File: config.mk
export PLATFORM = sky130hd
export DESIGN_NAME = bus_arbiter
export DESIGN_NICKNAME = d
export VERILOG_FILES = /design/src/rtl/bus_pkg.sv /design/src/rtl/rr_picker.sv /design/src/rtl/bus_arbiter.sv
export SDC_FILE = /design/constraint.sdc
export NUM_CORES = 1
export LEC_CHECK = 0
export CAP_MARGIN = 5
export CORE_MARGIN = 8
export CORE_UTILIZATION = 36
export CTS_CLUSTER_SIZE = 10
export DETAILED_ROUTE_END_ITERATION = 10
export PLACE_DENSITY_LB_ADDON = 0.12
export SKIP_CTS_REPAIR_TIMING = 1
export SYNTH_ARGS = -nofsm -noshare
export SYNTH_HDL_FRONTEND = slang
export SYNTH_SLANG_ARGS = --single-unit
File: constraint.sdc
create_clock -name clock -period 1.25 [get_ports clock]
set_input_delay 0.375 -clock clock [delete_from_list [all_inputs] [get_ports clock]]
set_output_delay 0.375 -clock clock [all_outputs]
set_load 0.05 [all_outputs]
File: src/rtl/bus_pkg.sv
// rtl/bus_pkg.sv - shared constants and FSM state encoding for bus_arbiter
package bus_pkg;

   localparam int FRAME_BITS = 76;
   localparam int ADDR_W     = 4;

   typedef enum logic [1:0] {
      IDLE = 2'd0,
      BUSY = 2'd1,
      GAP  = 2'd2
   } arb_state_e;

endpackage

File: src/rtl/rr_picker.sv
// rtl/rr_picker.sv - combinational round-robin pick: first requester after owner, wrapping to 0
module rr_picker
   import bus_pkg::*;
#(
   parameter int NUM_NODES = 4
) (
   input  logic [NUM_NODES-1:0] req,
   input  logic [ADDR_W-1:0]    owner,
   output logic                 valid,
   output logic [ADDR_W-1:0]    index
);

   logic              hi_found;
   logic              lo_found;
   logic [ADDR_W-1:0] hi_idx;
   logic [ADDR_W-1:0] lo_idx;

   // Descending scan so the lowest index in each half wins; the half above owner has priority.
   always_comb begin
      hi_found = 1'b0;
      lo_found = 1'b0;
      hi_idx   = '0;
      lo_idx   = '0;
      for (int j = NUM_NODES - 1; j >= 0; j--) begin
         if (req[j]) begin
            if (ADDR_W'(j) > owner) begin
               hi_found = 1'b1;
               hi_idx   = ADDR_W'(j);
            end else begin
               lo_found = 1'b1;
               lo_idx   = ADDR_W'(j);
            end
         end
      end
      valid = hi_found | lo_found;
      index = hi_found ? hi_idx : lo_idx;
   end

endmodule

File: src/rtl/bus_arbiter.sv
// rtl/bus_arbiter.sv - round-robin single-bus arbiter (IDLE/BUSY/GAP)
// Optional tenure timeout enabled by defining BUS_ARBITER_TIMEOUT_EN.
module bus_arbiter
   import bus_pkg::*;
#(
   parameter int NUM_NODES      = 4,
   parameter int TIMEOUT_CYCLES = 96
) (
   input  logic                 clock,
   input  logic                 reset,
   input  logic [NUM_NODES-1:0] req,
   input  logic [NUM_NODES-1:0] done,
   output logic [NUM_NODES-1:0] grant,
   output logic                 isFree,
   output logic [ADDR_W-1:0]    owner,
   output logic                 timeout_err
);

   localparam logic [ADDR_W-1:0] OWNER_RST = ADDR_W'(NUM_NODES - 1);

   if (NUM_NODES < 2 || NUM_NODES > 16 || TIMEOUT_CYCLES <= FRAME_BITS) begin : g_bad_cfg
      $error("bus_arbiter: unsupported NUM_NODES or TIMEOUT_CYCLES");
   end

   arb_state_e             state_q, state_d;
   logic [NUM_NODES-1:0]   grant_q, grant_d;
   logic                   is_free_q, is_free_d;
   logic [ADDR_W-1:0]      owner_q, owner_d;
   logic                   pick_valid;
   logic [ADDR_W-1:0]      pick_idx;
   logic                   release_own;

`ifdef BUS_ARBITER_TIMEOUT_EN
   localparam int CNT_W = $clog2(TIMEOUT_CYCLES);
   localparam logic [CNT_W-1:0] CNT_MAX = CNT_W'(TIMEOUT_CYCLES - 1);

   logic [CNT_W-1:0] cnt_q, cnt_d;
   logic             timeout_err_q, timeout_err_d;
`endif

   rr_picker #(
      .NUM_NODES (NUM_NODES)
   ) u_picker (
      .req   (req),
      .owner (owner_q),
      .valid (pick_valid),
      .index (pick_idx)
   );

   // grant_q is one-hot in BUSY, so masking with it selects the owner's lines.
   assign release_own = (|(done & grant_q)) | ~(|(req & grant_q));

   always_comb begin
      state_d   = state_q;
      grant_d   = grant_q;
      is_free_d = is_free_q;
      owner_d   = owner_q;
`ifdef BUS_ARBITER_TIMEOUT_EN
      cnt_d         = cnt_q;
      timeout_err_d = 1'b0;
`endif
      case (state_q)
         IDLE: begin
            grant_d   = '0;
            is_free_d = 1'b1;
            if (pick_valid) begin
               state_d   = BUSY;
               is_free_d = 1'b0;
               owner_d   = pick_idx;
               for (int j = 0; j < NUM_NODES; j++) begin
                  grant_d[j] = (ADDR_W'(j) == pick_idx);
               end
`ifdef BUS_ARBITER_TIMEOUT_EN
               cnt_d = '0;
`endif
            end
         end
         BUSY: begin
            if (release_own) begin
               state_d = GAP;
               grant_d = '0;
`ifdef BUS_ARBITER_TIMEOUT_EN
            end else if (cnt_q == CNT_MAX) begin
               state_d       = GAP;
               grant_d       = '0;
               timeout_err_d = 1'b1;
            end else begin
               cnt_d = cnt_q + 1'b1;
`endif
            end
         end
         GAP: begin
            state_d   = IDLE;
            grant_d   = '0;
            is_free_d = 1'b1;
         end
         default: begin
            state_d   = IDLE;
            grant_d   = '0;
            is_free_d = 1'b1;
         end
      endcase
   end

   always_ff @(posedge clock or posedge reset) begin
      if (reset) begin
         state_q   <= IDLE;
         grant_q   <= '0;
         is_free_q <= 1'b1;
         owner_q   <= OWNER_RST;
`ifdef BUS_ARBITER_TIMEOUT_EN
         cnt_q         <= '0;
         timeout_err_q <= 1'b0;
`endif
      end else begin
         state_q   <= state_d;
         grant_q   <= grant_d;
         is_free_q <= is_free_d;
         owner_q   <= owner_d;
`ifdef BUS_ARBITER_TIMEOUT_EN
         cnt_q         <= cnt_d;
         timeout_err_q <= timeout_err_d;
`endif
      end
   end

   assign grant  = grant_q;
   assign isFree = is_free_q;
   assign owner  = owner_q;

`ifdef BUS_ARBITER_TIMEOUT_EN
   assign timeout_err = timeout_err_q;
`else
   assign timeout_err = 1'b0;
`endif

endmodule

Yosys cells after proc, flatten, opt, wreduce, memory -nomap -nowiden
Cells that the tools add are included.
- register bits: 11
- logic and storage cells: 66
- order comparisons: 4
- eq/ne operators: 6
- multiplexer cells: 41
- bitwise gates (word level): 5
- reductions and logical operators: 6
- operator list (cell ; number):
    $mux W4 ; 17
    $mux W1 ; 17
    $and A4 B4 Y4 ; 2
    $eq A2 B4 Y1 const A ; 2
    $gt A1 B4 Y1 const A ; 2
    $gt A2 B4 Y1 const A ; 2
    $mux W2 ; 4
    $pmux W4 S2 ; 1
    $reduce_or A4 Y1 ; 2
    $eq A1 B4 Y1 const A ; 1
    $logic_not A4 Y1 ; 1
    $ne A2 B2 Y1 const B ; 2
    $pmux W2 S2 ; 1
    $reduce_and A2 Y1 ; 2
    $eq A2 B1 Y1 const B ; 1
    $logic_not A2 Y1 ; 1
    $or A1 B1 Y1 ; 2
    $pmux W1 S2 ; 1
    $not A1 Y1 ; 1

Depth between registers and ports, before layout
- word-level depth: 13
- mapped depth: 4

Cells and area by module
A second synthesis with hierarchy kept.
- cell total of the unflattened synthesis: 64
- area total of the unflattened synthesis: 640.6 um2
- by module, submodules not included (module ; times used ; cells an instance ; area an instance (um2) ; sequential area each (um2)):
    bus_arbiter ; 1 ; 41 ; 503.0 ; 279.0
    rr_picker ; 1 ; 23 ; 137.6 ; 0.0

Worst setup path before layout
OpenSTA, ideal clock, no wires.
- path kind: reg-to-reg
- start point: register grant_q[0], in the netlist grant[0]
- end point: register grant_q[0], in the netlist grant[0]
- setup time: 0.121 ns
- arrival time: 1.472 ns
- data required time: 1.129 ns
- setup slack: -0.343 ns
- cell stages (with the launch flop): 5
- clock period less this slack: 1.593 ns
- cells stage by stage: dfrtp_1 a22o_1 a221oi_1 nor2_2 a22o_1
- word-level cells in the longest chain between the ends: 5
- elaborated cells on any way between the ends: 7
- RTL lines (item ; line ; RTL):
    from (decl) ; bus_arbiter.sv:26 ; logic [NUM_NODES-1:0] grant_q, grant_d;
    from (signal assigned) ; bus_arbiter.sv:117 ; grant_q <= grant_d;
    $and A4 B4 Y4 ; bus_arbiter.sv:51 ; assign release_own = (|(done & grant_q)) | ~(|(req & grant_q));
    $reduce_or A4 Y1 ; bus_arbiter.sv:51 ;
    $not A1 Y1 ; bus_arbiter.sv:51 ;
    $or A1 B1 Y1 (*) ; bus_arbiter.sv:51 ;
    $ne A2 B2 Y1 (no source line) (*) ; -- ;
Every way passes the cells marked *; elsewhere a longest branch is shown, timed or not.
A chain may end at the register's enable or synchronous reset.

Worst setup path in the final report
- start point: register owner_q[1], in the netlist owner[1]
- end point: output owner[1]
- RTL lines (item ; line ; RTL):
    from (decl) ; bus_arbiter.sv:28 ; logic [ADDR_W-1:0] owner_q, owner_d;
    from (signal assigned) ; bus_arbiter.sv:119 ; owner_q <= owner_d;
    to (decl) ; bus_arbiter.sv:15 ; output logic [ADDR_W-1:0] owner,
No word-level cell between the ends.

==> flow_summary.ini <==
[pwr]
intPower_uw = 1550
power_switching_uw = 1100
switching_share_pct = 41.7
power_uw = 2650
power.share.combinational_pct = 69.3
peakVddDrop_mv = 1.43
power.density_nw_per_um2 = 2610
pwr-share-seq_pct = 22.4
clock_power_share_pct = 8.3
p_leak_uw = 0.000501

[grt]
antenna_found_initial = 0
gr-total-overflow = 0
grt_pass1_wl_mm = 2.55
grt_usage_pct = 11.9
grt_max_degree = 10
first_global_vias = 596

[synth]
avgSynthCellArea_um2 = 9.96
synth_area_um2 = 498
ys_ff_latch = 9
netlist.top_cell.by_area = dfrtp_1
synth_cell_type_count = 27
synth.area.top_cells = dfrtp_1 30%, dfstp_2 16%, a22o_1 5.3%
synth_top_area_share_pct = 30.2
ys_seq_area_share_pct = 46.0
synthesis.instances = 50
yosysWarnings = 0

[timing]
rsz0062_at_grt = true
finalCritPeriodShare_pct = 119
maxSlewViolCount = 0
setup_violations = 15
hold_viol = 0
clock_skew_ns = 0.00672
fin_crit_ns = 1.49
setup_slack_ns = -0.235
fmax_ghz = 0.673

[clock_network]
root_buffer = clkbuf_4
cts_tree = built
cts_sinks = 9
cts.reportedPaths.clkPinSlew_ns = 0.06
cts.htree.levels = 1
clkLatencyLatePin_ns = 0.25
numCtsBuffers = 3
cts.path.max_buffers = 2

[placed_design]
gp_congestion = 0.808
port_buffers = 16
place_area_um2 = 873
hpwl_mm = 1.22

[routing]
vias = 540
wire_per_inst_um = 16.8
viasPerCell = 5.24
drt_pass1_iterations = 4
drt_iter0_drc = 8
routed_wl_mm = 1.73
detail-route-antenna-nets = 0
drc = 0

[setup_path]
setup.worst_path.start = owner[1]
required_ns = 0.88
startpoint_type = flip-flop
arrival_ns = 1.11
worstReg2RegStart = owner[0]
worstSetupPathType = reg2out
critPathMaxFanout = 3
endpoint_kind = output port

[finish]
fin_nets = 99
stdcell_area_um2 = 1010
register_area_um2 = 235
fillers = 86
syn2layout_area_growth_pct = 104
layout_commonest_cell = buf_4
final_cell_mix = 13 x buf_4, 7 x dlymetal6s2s_1, 7 x buf_12
post_route_cells_drive_above_1_share_pct = 47.7
num_antenna_cells = 0
multi_input_area_um2 = 313

[floorplan]
initial_core_util_pct = 38.3
die_y_um = 53.2
coreArea_um2 = 1300
die-area_um2 = 2830
pin_count = 20
die_w_um = 53.2
rows = 13

[outcome]
violations = negative setup slack
run_status = finished with violations

[worst_hold_path]
hp-class = in2async

[run]
cap_violations = 0
-- cells by family (layout without fill, tap and decap cells) --
logic type / Yosys count / count (layout) / synth area share, %
other cells: 1 / 3 / 0.753
buf+inv: 5 / 41 / 6.03
flops: 9 / 9 / 46.0
simple gates: 20 / 20 / 23.9
compound gates: 15 / 15 / 23.4
-- sequential cells by signal, indices dropped and copies added, names as in the netlist --
register and flops:
grant 4, isFree 1, owner 2, state_q 2
-- Yosys cell counts, drive strengths merged --
library cell	instances
o2bb2ai	2
nor2	4
nor3b	2
a222oi	1
nand2b	2
conb	1
or2b	2
a21oi	1
or3	1
a211o	2
nor4	1
dfstp	3
nand4b	1
nand2	4
a221oi	1
a22o	3
a311oi	1
or2	1
o21ai	3
a211oi	1
buf	3
dfrtp	6
nor3	1
nor2b	1
inv	2
-- metrics by stage --
stage,hold WS (ns),setup WS (ns),utilization (%),cells,TNS (ns)
2_1_floorplan,0.201,-0.236,-,52,-1.25
3_3_place_gp,0.480,-0.636,67.1,95,-5.14
3_5_place_dp,0.486,-0.692,67.1,95,-5.27
4_1_cts,0.382,-0.438,69.1,99,-3.89
5_1_grt,0.406,-0.277,77.9,103,-2.63
6_report,0.373,-0.235,77.9,103,-1.64
-- critical path, stage by stage (launching register included) --
cell and delay [ns]:
dfstp_4 0.63, buf_6 0.11, buf_12 0.12
-- layout make-up --
cell class | count | area share (%)
Timing Repair Buffer | 35 | 40.7
Multi-Input combinational cell | 38 | 30.9
Sequential cell | 9 | 23.2
Clock buffer | 4 | 2.59
Tap cell | 15 | 1.85
Inverter | 2 | 0.741
-- worst paths after layout --
check / to / slack (ns) / cells past startpoint
worst min-delay path: state_q[0] / 0.37 / 2
worst max-delay path: owner[1] / -0.24 / 2
max in group asynchronous: owner[0] / 0.57 / 2
min in group clock: owner[0] / 0.50 / 2
worst max register to register: grant[1] / -0.20 / 5
worst min register to register: owner[0] / 0.50 / 2
-- layer usage --
metal | vias up | GRT usage (%) | wire length (um)
met4 | 0 | 3.78 | 0
met1 | 263 | 12.7 | 740
met2 | 20 | 21.5 | 889
met3 | 0 | 3.92 | 97
li1 | 257 | - | -
met5 | - | 0 | 0
-- power by group through the flow --
stage | logic [uW] | registers (uW) | clock network, uW
floorplan | 403 | 941 | 0
global placement | 1570 | 579 | 0
detailed placement | 1590 | 584 | 0
CTS | 1600 | 578 | 228
global route | 1930 | 614 | 247
finish | 1830 | 594 | 220
Note: power is estimated with default switching activity, not from simulation.
